--- config.mk ---
export PLATFORM = sky130hd
export DESIGN_NAME = tx_control_interface
export DESIGN_NICKNAME = d
export VERILOG_FILES = /design/src/rtl/tx_ctl_pkg.sv /design/src/rtl/tx_sample_fifo.sv /design/src/rtl/tx_control_interface.sv
export SDC_FILE = /design/constraint.sdc
export NUM_CORES = 1
export LEC_CHECK = 0
export BUFFER_PORTS_ARGS = -buffer_cell sky130_fd_sc_hd__buf_2
export CORE_MARGIN = 8
export CORE_UTILIZATION = 55
export DETAILED_ROUTE_END_ITERATION = 8
export GPL_ROUTABILITY_DRIVEN = 0
export PLACE_DENSITY = 0.74
export SLEW_MARGIN = 15
export SYNTH_ARGS = -nofsm -noshare
export SYNTH_HDL_FRONTEND = slang
export SYNTH_SLANG_ARGS = --single-unit
--- constraint.sdc ---
create_clock -name clk -period 5.29 [get_ports clk]
set_clock_uncertainty 0.2 [all_clocks]
set_input_delay 1.587 -clock clk [delete_from_list [all_inputs] [get_ports clk]]
set_output_delay 1.587 -clock clk [all_outputs]
set_load 0.02 [all_outputs]
--- src/rtl/tx_ctl_pkg.sv ---
// Shared constants and control-word decode for the transmitter control interface.
package tx_ctl_pkg;
    localparam int STREAM_WIDTH    = 32;
    localparam int UNDERFLOW_WIDTH = 16;
    localparam int CTL_TX_EN_BIT   = 0;
    localparam int CTL_AM_EN_BIT   = 1;
    localparam int CTL_FLUSH_BIT   = 2;

    typedef struct packed {
        logic flush;
        logic am_en;
        logic tx_en;
    } ctl_cmd_t;

    function automatic ctl_cmd_t decode_ctl(input logic [2:0] w);
        ctl_cmd_t c;
        c.tx_en = w[CTL_TX_EN_BIT];
        c.am_en = w[CTL_AM_EN_BIT];
        c.flush = w[CTL_FLUSH_BIT];
        return c;
    endfunction
endpackage

--- src/rtl/tx_sample_fifo.sv ---
// Synchronous AM sample FIFO; flush empties it and wins over a same-edge push.
module tx_sample_fifo #(
    parameter int WIDTH      = 16,
    parameter int DEPTH_LOG2 = 5
) (
    input  logic             clk,
    input  logic             rst,
    input  logic             push,
    input  logic             pop,
    input  logic             flush,
    input  logic [WIDTH-1:0] din,
    output logic             full,
    output logic             empty,
    output logic [WIDTH-1:0] dout
);
    localparam int DEPTH = 1 << DEPTH_LOG2;

    logic [WIDTH-1:0]      mem [DEPTH];
    logic [DEPTH_LOG2-1:0] wr_ptr, rd_ptr;
    logic [DEPTH_LOG2:0]   level;
    logic                  do_push, do_pop;

    assign full    = (level == (DEPTH_LOG2+1)'(DEPTH));
    assign empty   = (level == '0);
    assign do_push = push && !flush && (!full || pop);
    assign do_pop  = pop && !empty;
    assign dout    = mem[rd_ptr];

    always_ff @(posedge clk or posedge rst) begin
        if (rst) begin
            wr_ptr <= '0;
            rd_ptr <= '0;
            level  <= '0;
        end else if (flush) begin
            // Any pop this edge has already been consumed by the reader via dout
            rd_ptr <= wr_ptr;
            level  <= '0;
        end else begin
            if (do_push) wr_ptr <= wr_ptr + DEPTH_LOG2'(1);
            if (do_pop)  rd_ptr <= rd_ptr + DEPTH_LOG2'(1);
            case ({do_push, do_pop})
                2'b10:   level <= level + (DEPTH_LOG2+1)'(1);
                2'b01:   level <= level - (DEPTH_LOG2+1)'(1);
                default: level <= level;
            endcase
        end
    end

    always_ff @(posedge clk) begin
        if (do_push) mem[wr_ptr] <= din;
    end
endmodule

--- src/rtl/tx_control_interface.sv ---
// Converts freq/am/ctl stb-ack streams into NCO word, paced AM samples and enables.
// Optional underflow counter built only when TX_UNDERFLOW_COUNT_EN is defined.
module tx_control_interface
    import tx_ctl_pkg::*;
#(
    parameter int SAMPLE_DIVIDER  = 2500,
    parameter int FIFO_DEPTH_LOG2 = 5,
    parameter int AM_WIDTH        = 16
) (
    input  logic                       clk,
    input  logic                       rst,
    input  logic [STREAM_WIDTH-1:0]    input_tx_freq,
    input  logic                       input_tx_freq_stb,
    output logic                       input_tx_freq_ack,
    input  logic [STREAM_WIDTH-1:0]    input_tx_am,
    input  logic                       input_tx_am_stb,
    output logic                       input_tx_am_ack,
    input  logic [STREAM_WIDTH-1:0]    input_tx_ctl,
    input  logic                       input_tx_ctl_stb,
    output logic                       input_tx_ctl_ack,
    output logic [STREAM_WIDTH-1:0]    frequency,
    output logic [AM_WIDTH-1:0]        amplitude,
    output logic                       sample_valid,
    output logic                       tx_enable,
    output logic [UNDERFLOW_WIDTH-1:0] underflow_count
);
    localparam int CNT_W = $clog2(SAMPLE_DIVIDER);

    logic             freq_xfer, am_xfer, ctl_xfer;
    ctl_cmd_t         cmd;
    logic             flush, am_enable;
    logic             fifo_full, fifo_empty;
    logic [AM_WIDTH-1:0] fifo_dout;
    logic [CNT_W-1:0] tick_cnt;
    logic             tick, pop;

    assign freq_xfer = input_tx_freq_stb && input_tx_freq_ack;
    assign am_xfer   = input_tx_am_stb && input_tx_am_ack;
    assign ctl_xfer  = input_tx_ctl_stb && input_tx_ctl_ack;
    assign cmd       = decode_ctl(input_tx_ctl[2:0]);
    assign flush     = ctl_xfer && cmd.flush;
    assign tick      = (tick_cnt == CNT_W'(SAMPLE_DIVIDER-1));
    assign pop       = tick && am_enable && !fifo_empty;

    generate
        if (AM_WIDTH < STREAM_WIDTH) begin : g_unused
            logic unused_bits;
            assign unused_bits = ^{input_tx_ctl[STREAM_WIDTH-1:3], input_tx_am[STREAM_WIDTH-1:AM_WIDTH]};
        end else begin : g_unused_ctl
            logic unused_bits;
            assign unused_bits = ^input_tx_ctl[STREAM_WIDTH-1:3];
        end
    endgenerate

    // Each ack is a single-cycle pulse; stb is only looked at while ack is low
    always_ff @(posedge clk or posedge rst) begin
        if (rst) begin
            input_tx_freq_ack <= 1'b0;
            input_tx_am_ack   <= 1'b0;
            input_tx_ctl_ack  <= 1'b0;
        end else begin
            input_tx_freq_ack <= !input_tx_freq_ack && input_tx_freq_stb;
            input_tx_ctl_ack  <= !input_tx_ctl_ack && input_tx_ctl_stb;
            input_tx_am_ack   <= !input_tx_am_ack && input_tx_am_stb && !fifo_full;
        end
    end

    always_ff @(posedge clk or posedge rst) begin
        if (rst) begin
            frequency <= '0;
            tx_enable <= 1'b0;
            am_enable <= 1'b0;
        end else begin
            if (freq_xfer) frequency <= input_tx_freq;
            if (ctl_xfer) begin
                tx_enable <= cmd.tx_en;
                am_enable <= cmd.am_en;
            end
        end
    end

    always_ff @(posedge clk or posedge rst) begin
        if (rst)       tick_cnt <= '0;
        else if (tick) tick_cnt <= '0;
        else           tick_cnt <= tick_cnt + CNT_W'(1);
    end

    always_ff @(posedge clk or posedge rst) begin
        if (rst) begin
            amplitude    <= '0;
            sample_valid <= 1'b0;
        end else begin
            sample_valid <= pop;
            if (tick) begin
                if (!am_enable)      amplitude <= '1;
                else if (!fifo_empty) amplitude <= fifo_dout;
            end
        end
    end

`ifdef TX_UNDERFLOW_COUNT_EN
    logic                       starve;
    logic [UNDERFLOW_WIDTH-1:0] underflow_q;

    assign starve = tick && am_enable && fifo_empty;

    always_ff @(posedge clk or posedge rst) begin
        if (rst)                        underflow_q <= '0;
        else if (starve && !(&underflow_q)) underflow_q <= underflow_q + UNDERFLOW_WIDTH'(1);
    end

    assign underflow_count = underflow_q;
`else
    assign underflow_count = '0;
`endif

    tx_sample_fifo #(
        .WIDTH      (AM_WIDTH),
        .DEPTH_LOG2 (FIFO_DEPTH_LOG2)
    ) u_fifo (
        .clk   (clk),
        .rst   (rst),
        .push  (am_xfer),
        .pop   (pop),
        .flush (flush),
        .din   (input_tx_am[AM_WIDTH-1:0]),
        .full  (fifo_full),
        .empty (fifo_empty),
        .dout  (fifo_dout)
    );
endmodule

==> results.yml <==
global_routing:
  antenna_found_initial: 0
  grt_pass1_wl_mm: 73.4
  track_usage_pct: 20.0
  grt-ovfl-total: 0
  grt_max_degree: 59
  grt_pass1_vias: 11499
synth:
  synth_cell_types: 50
  synth_area_leader_cell: "edfxtp_1"
  synth-seq-cells: 594
  synth_top_area_share_pct: 66.5
  yosysSeqAreaShare_pct: 75.4
  syn_area_per_cell_um2: 21.4
  syn_area_um2: 23100
  async_flop_share_pct: 13.8
  synth_edf_count: 512
  syn-instance-count: 1081
  synth_top_flop_cell: "edfxtp_1"
  yosys_warnings: 0
  synthTopCellsByArea: "edfxtp_1, mux4_2, dfrtp_1, mux2_2, nor2_1"
route:
  drt_wl_total_mm: 48.9
  antenna_left: 0
  drc: 0
  drt_iter0_drc: 1160
  drtPass1Iterations: 5
  vias: 11073
  post_drt_wl_per_cell_um: 26.8
  vias_per_cell: 6.06
min_path:
  hp-class: "reg -> reg"
  holdPathStages: 1
final_layout:
  final_cell_area_um2: 26300
  n_antenna_cell: 0
  syn_to_final_growth_pct: 14.0
  fin_util_pct: 63.1
  final.fill_count: 2710
  final_common_cell: "edfxtp_1"
  stdcell_count: 1826
  nets: 1349
  final_cell_mix: "edfxtp_1, mux4_2, buf_2"
  drive_above_1_share_pct: 37.2
clock_network:
  tritoncts.num_buffers: 57
  clkLatencyLatePin_ns: 0.62
  ctsResizeCount: 0
  cts-root-buf: "clkbuf_16"
  clockBufferDepth: 3
  path_clk_slew_ns: 0.06
  cts_num_sinks: 594
  cts_setup_buffers: 0
  cts_tree: "yes"
  holdBufCountCts: 0
  htree_levels: 2
sta:
  timing.fmax_mhz: 261
  setup_ws_ns: 1.46
  maxSlewHeadroom_pct: 23.3
  hold_viol_final: 0
  layout_min_cycle_time_ns: 3.83
  setup_viol: 0
  rsz0062_at_grt: "false"
  fin_setup_tns_ns: 0
  worstMarginPinSlew_ns: 1.15
  final.period_utilization_pct: 72.4
  fin_hold_ws_ns: 0.258
  slew_violations: 0
floorplanning:
  start_util_pct: 55.3
  die_x_um: 221
  io_pins: 170
  fp.dieH_um: 221
  std_cell_rows: 75
  die-area_um2: 48800
  fp.coreArea_um2: 41800
setup_path:
  slowest_stage: "nor2_2"
  critPathTopFamily: "simple AND/OR/NAND/NOR gates"
  reg2reg_depth: 7
  cp_max_fo: 15
  cp.depth: 7
  cp-start-kind: "input pin"
  critPathMaxStageDelay_ns: 0.64
  cp_num_buf_inv: 2
  worst-setup-path-type: "in -> reg"
  cp.arrival_ns: 3.94
  crit_chain: "buf_2, and3_1, nor2_1, o31a_1, nand2_1, nor2_2, buf_4"
  cp.required_ns: 5.40
  r2r_slack_ns: 1.71
  endpoint_kind: "flop"
place:
  dp.cells: 1719
  port_buffers: 108
  pre_cts_ws_ns: 0.871
  dp_hpwl_mm: 27.7
  dpl_cell_area_um2: 24500
power:
  power_density_nw_per_um2: 445
  total_power_mw: 11.7
  p_leak_nw: 8.88
  irDropWorstVdd_mv: 0.266
status:
  status: "finished clean"
run:
  cap_violations: 0
[power by group]
group	switching (mW)	leakage (nW)	total [mW]	internal (mW)
Clock	1.73	0.899	3.99	2.26
Combinational	0.972	2.35	2.12	1.15
Sequential	0.348	5.63	5.61	5.26
[worst paths after layout]
check | from | endpoint
min in group asynchronous | rst | tx_enable
max reg2reg | tick_cnt[0] | u_fifo.mem[11][1]
max | input_tx_ctl[2] | u_fifo.mem[11][1]
max in group asynchronous | rst | input_tx_freq_ack
min | input_tx_am_ack | input_tx_am_ack
min reg2reg | input_tx_am_ack | input_tx_am_ack
[kinds of logic (layout without fill, tap and decap cells)]
| group | count (synthesis) | in the layout | share of synthesized area (%) |
|---|---|---|---|
| adders and majority gates | 9 | 9 | 0.487 |
| other | 1 | 16 | 0.0162 |
| DFF | 594 | 594 | 75.4 |
| and+or+nand+nor | 141 | 141 | 2.89 |
| muxes | 199 | 199 | 17.5 |
| xor gates and xnor gates | 21 | 21 | 0.796 |
| buffers and inverters | 75 | 266 | 1.75 |
| AOI/OAI and AO/OA | 41 | 41 | 1.19 |
[routing by layer]
| layer | up-vias | part of all wire (%) | track usage [%] |
|---|---|---|---|
| met5 | - | 0 | 0 |
| met1 | 5784 | 40 | 26.8 |
| met4 | 0 | 3.2 | 7.73 |
| li1 | 4703 | - | - |
| met2 | 497 | 50 | 32.8 |
| met3 | 89 | 7.4 | 3.54 |
[synth_stat cells (3+ instances only)]
cell type	number
edfxtp_1	512
mux4_2	160
dfrtp_1	82
nor2_1	78
mux2_2	35
buf_4	25
nand2_1	21
clkbuf_1	19
o22ai_1	16
xnor2_1	15
buf_1	12
buf_2	11
nand3_1	10
ha_1	9
and3_1	7
o21ai_0	7
inv_1	6
xor2_1	6
mux2i_1	4
a21oi_1	3
a22o_1	3
nand4_1	3
nor2b_1	3
[state kept, by name (all words and copies together), names as in the netlist]
name / flops
am_enable: 1
amplitude: 16
frequency: 32
input_tx_am_ack: 1
input_tx_ctl_ack: 1
input_tx_freq_ack: 1
sample_valid: 1
tick_cnt: 12
tx_enable: 1
u_fifo.level: 6
u_fifo.mem: 512
u_fifo.rd_ptr: 5
u_fifo.wr_ptr: 5
[layout make-up]
| type | instances | area [um^2] | area share, % |
|---|---|---|---|
| multi-input combinational | 427 | 5410 | 20.5 |
| timing repair buffer | 153 | 941 | 3.57 |
| clock buffer | 73 | 1540 | 5.83 |
| sequential | 594 | 17400 | 66.2 |
| tap | 539 | 674 | 2.56 |
| clock inverter | 34 | 317 | 1.20 |
| inverter | 6 | 23.8 | 0.0903 |
(Power assumes the default switching activity.)
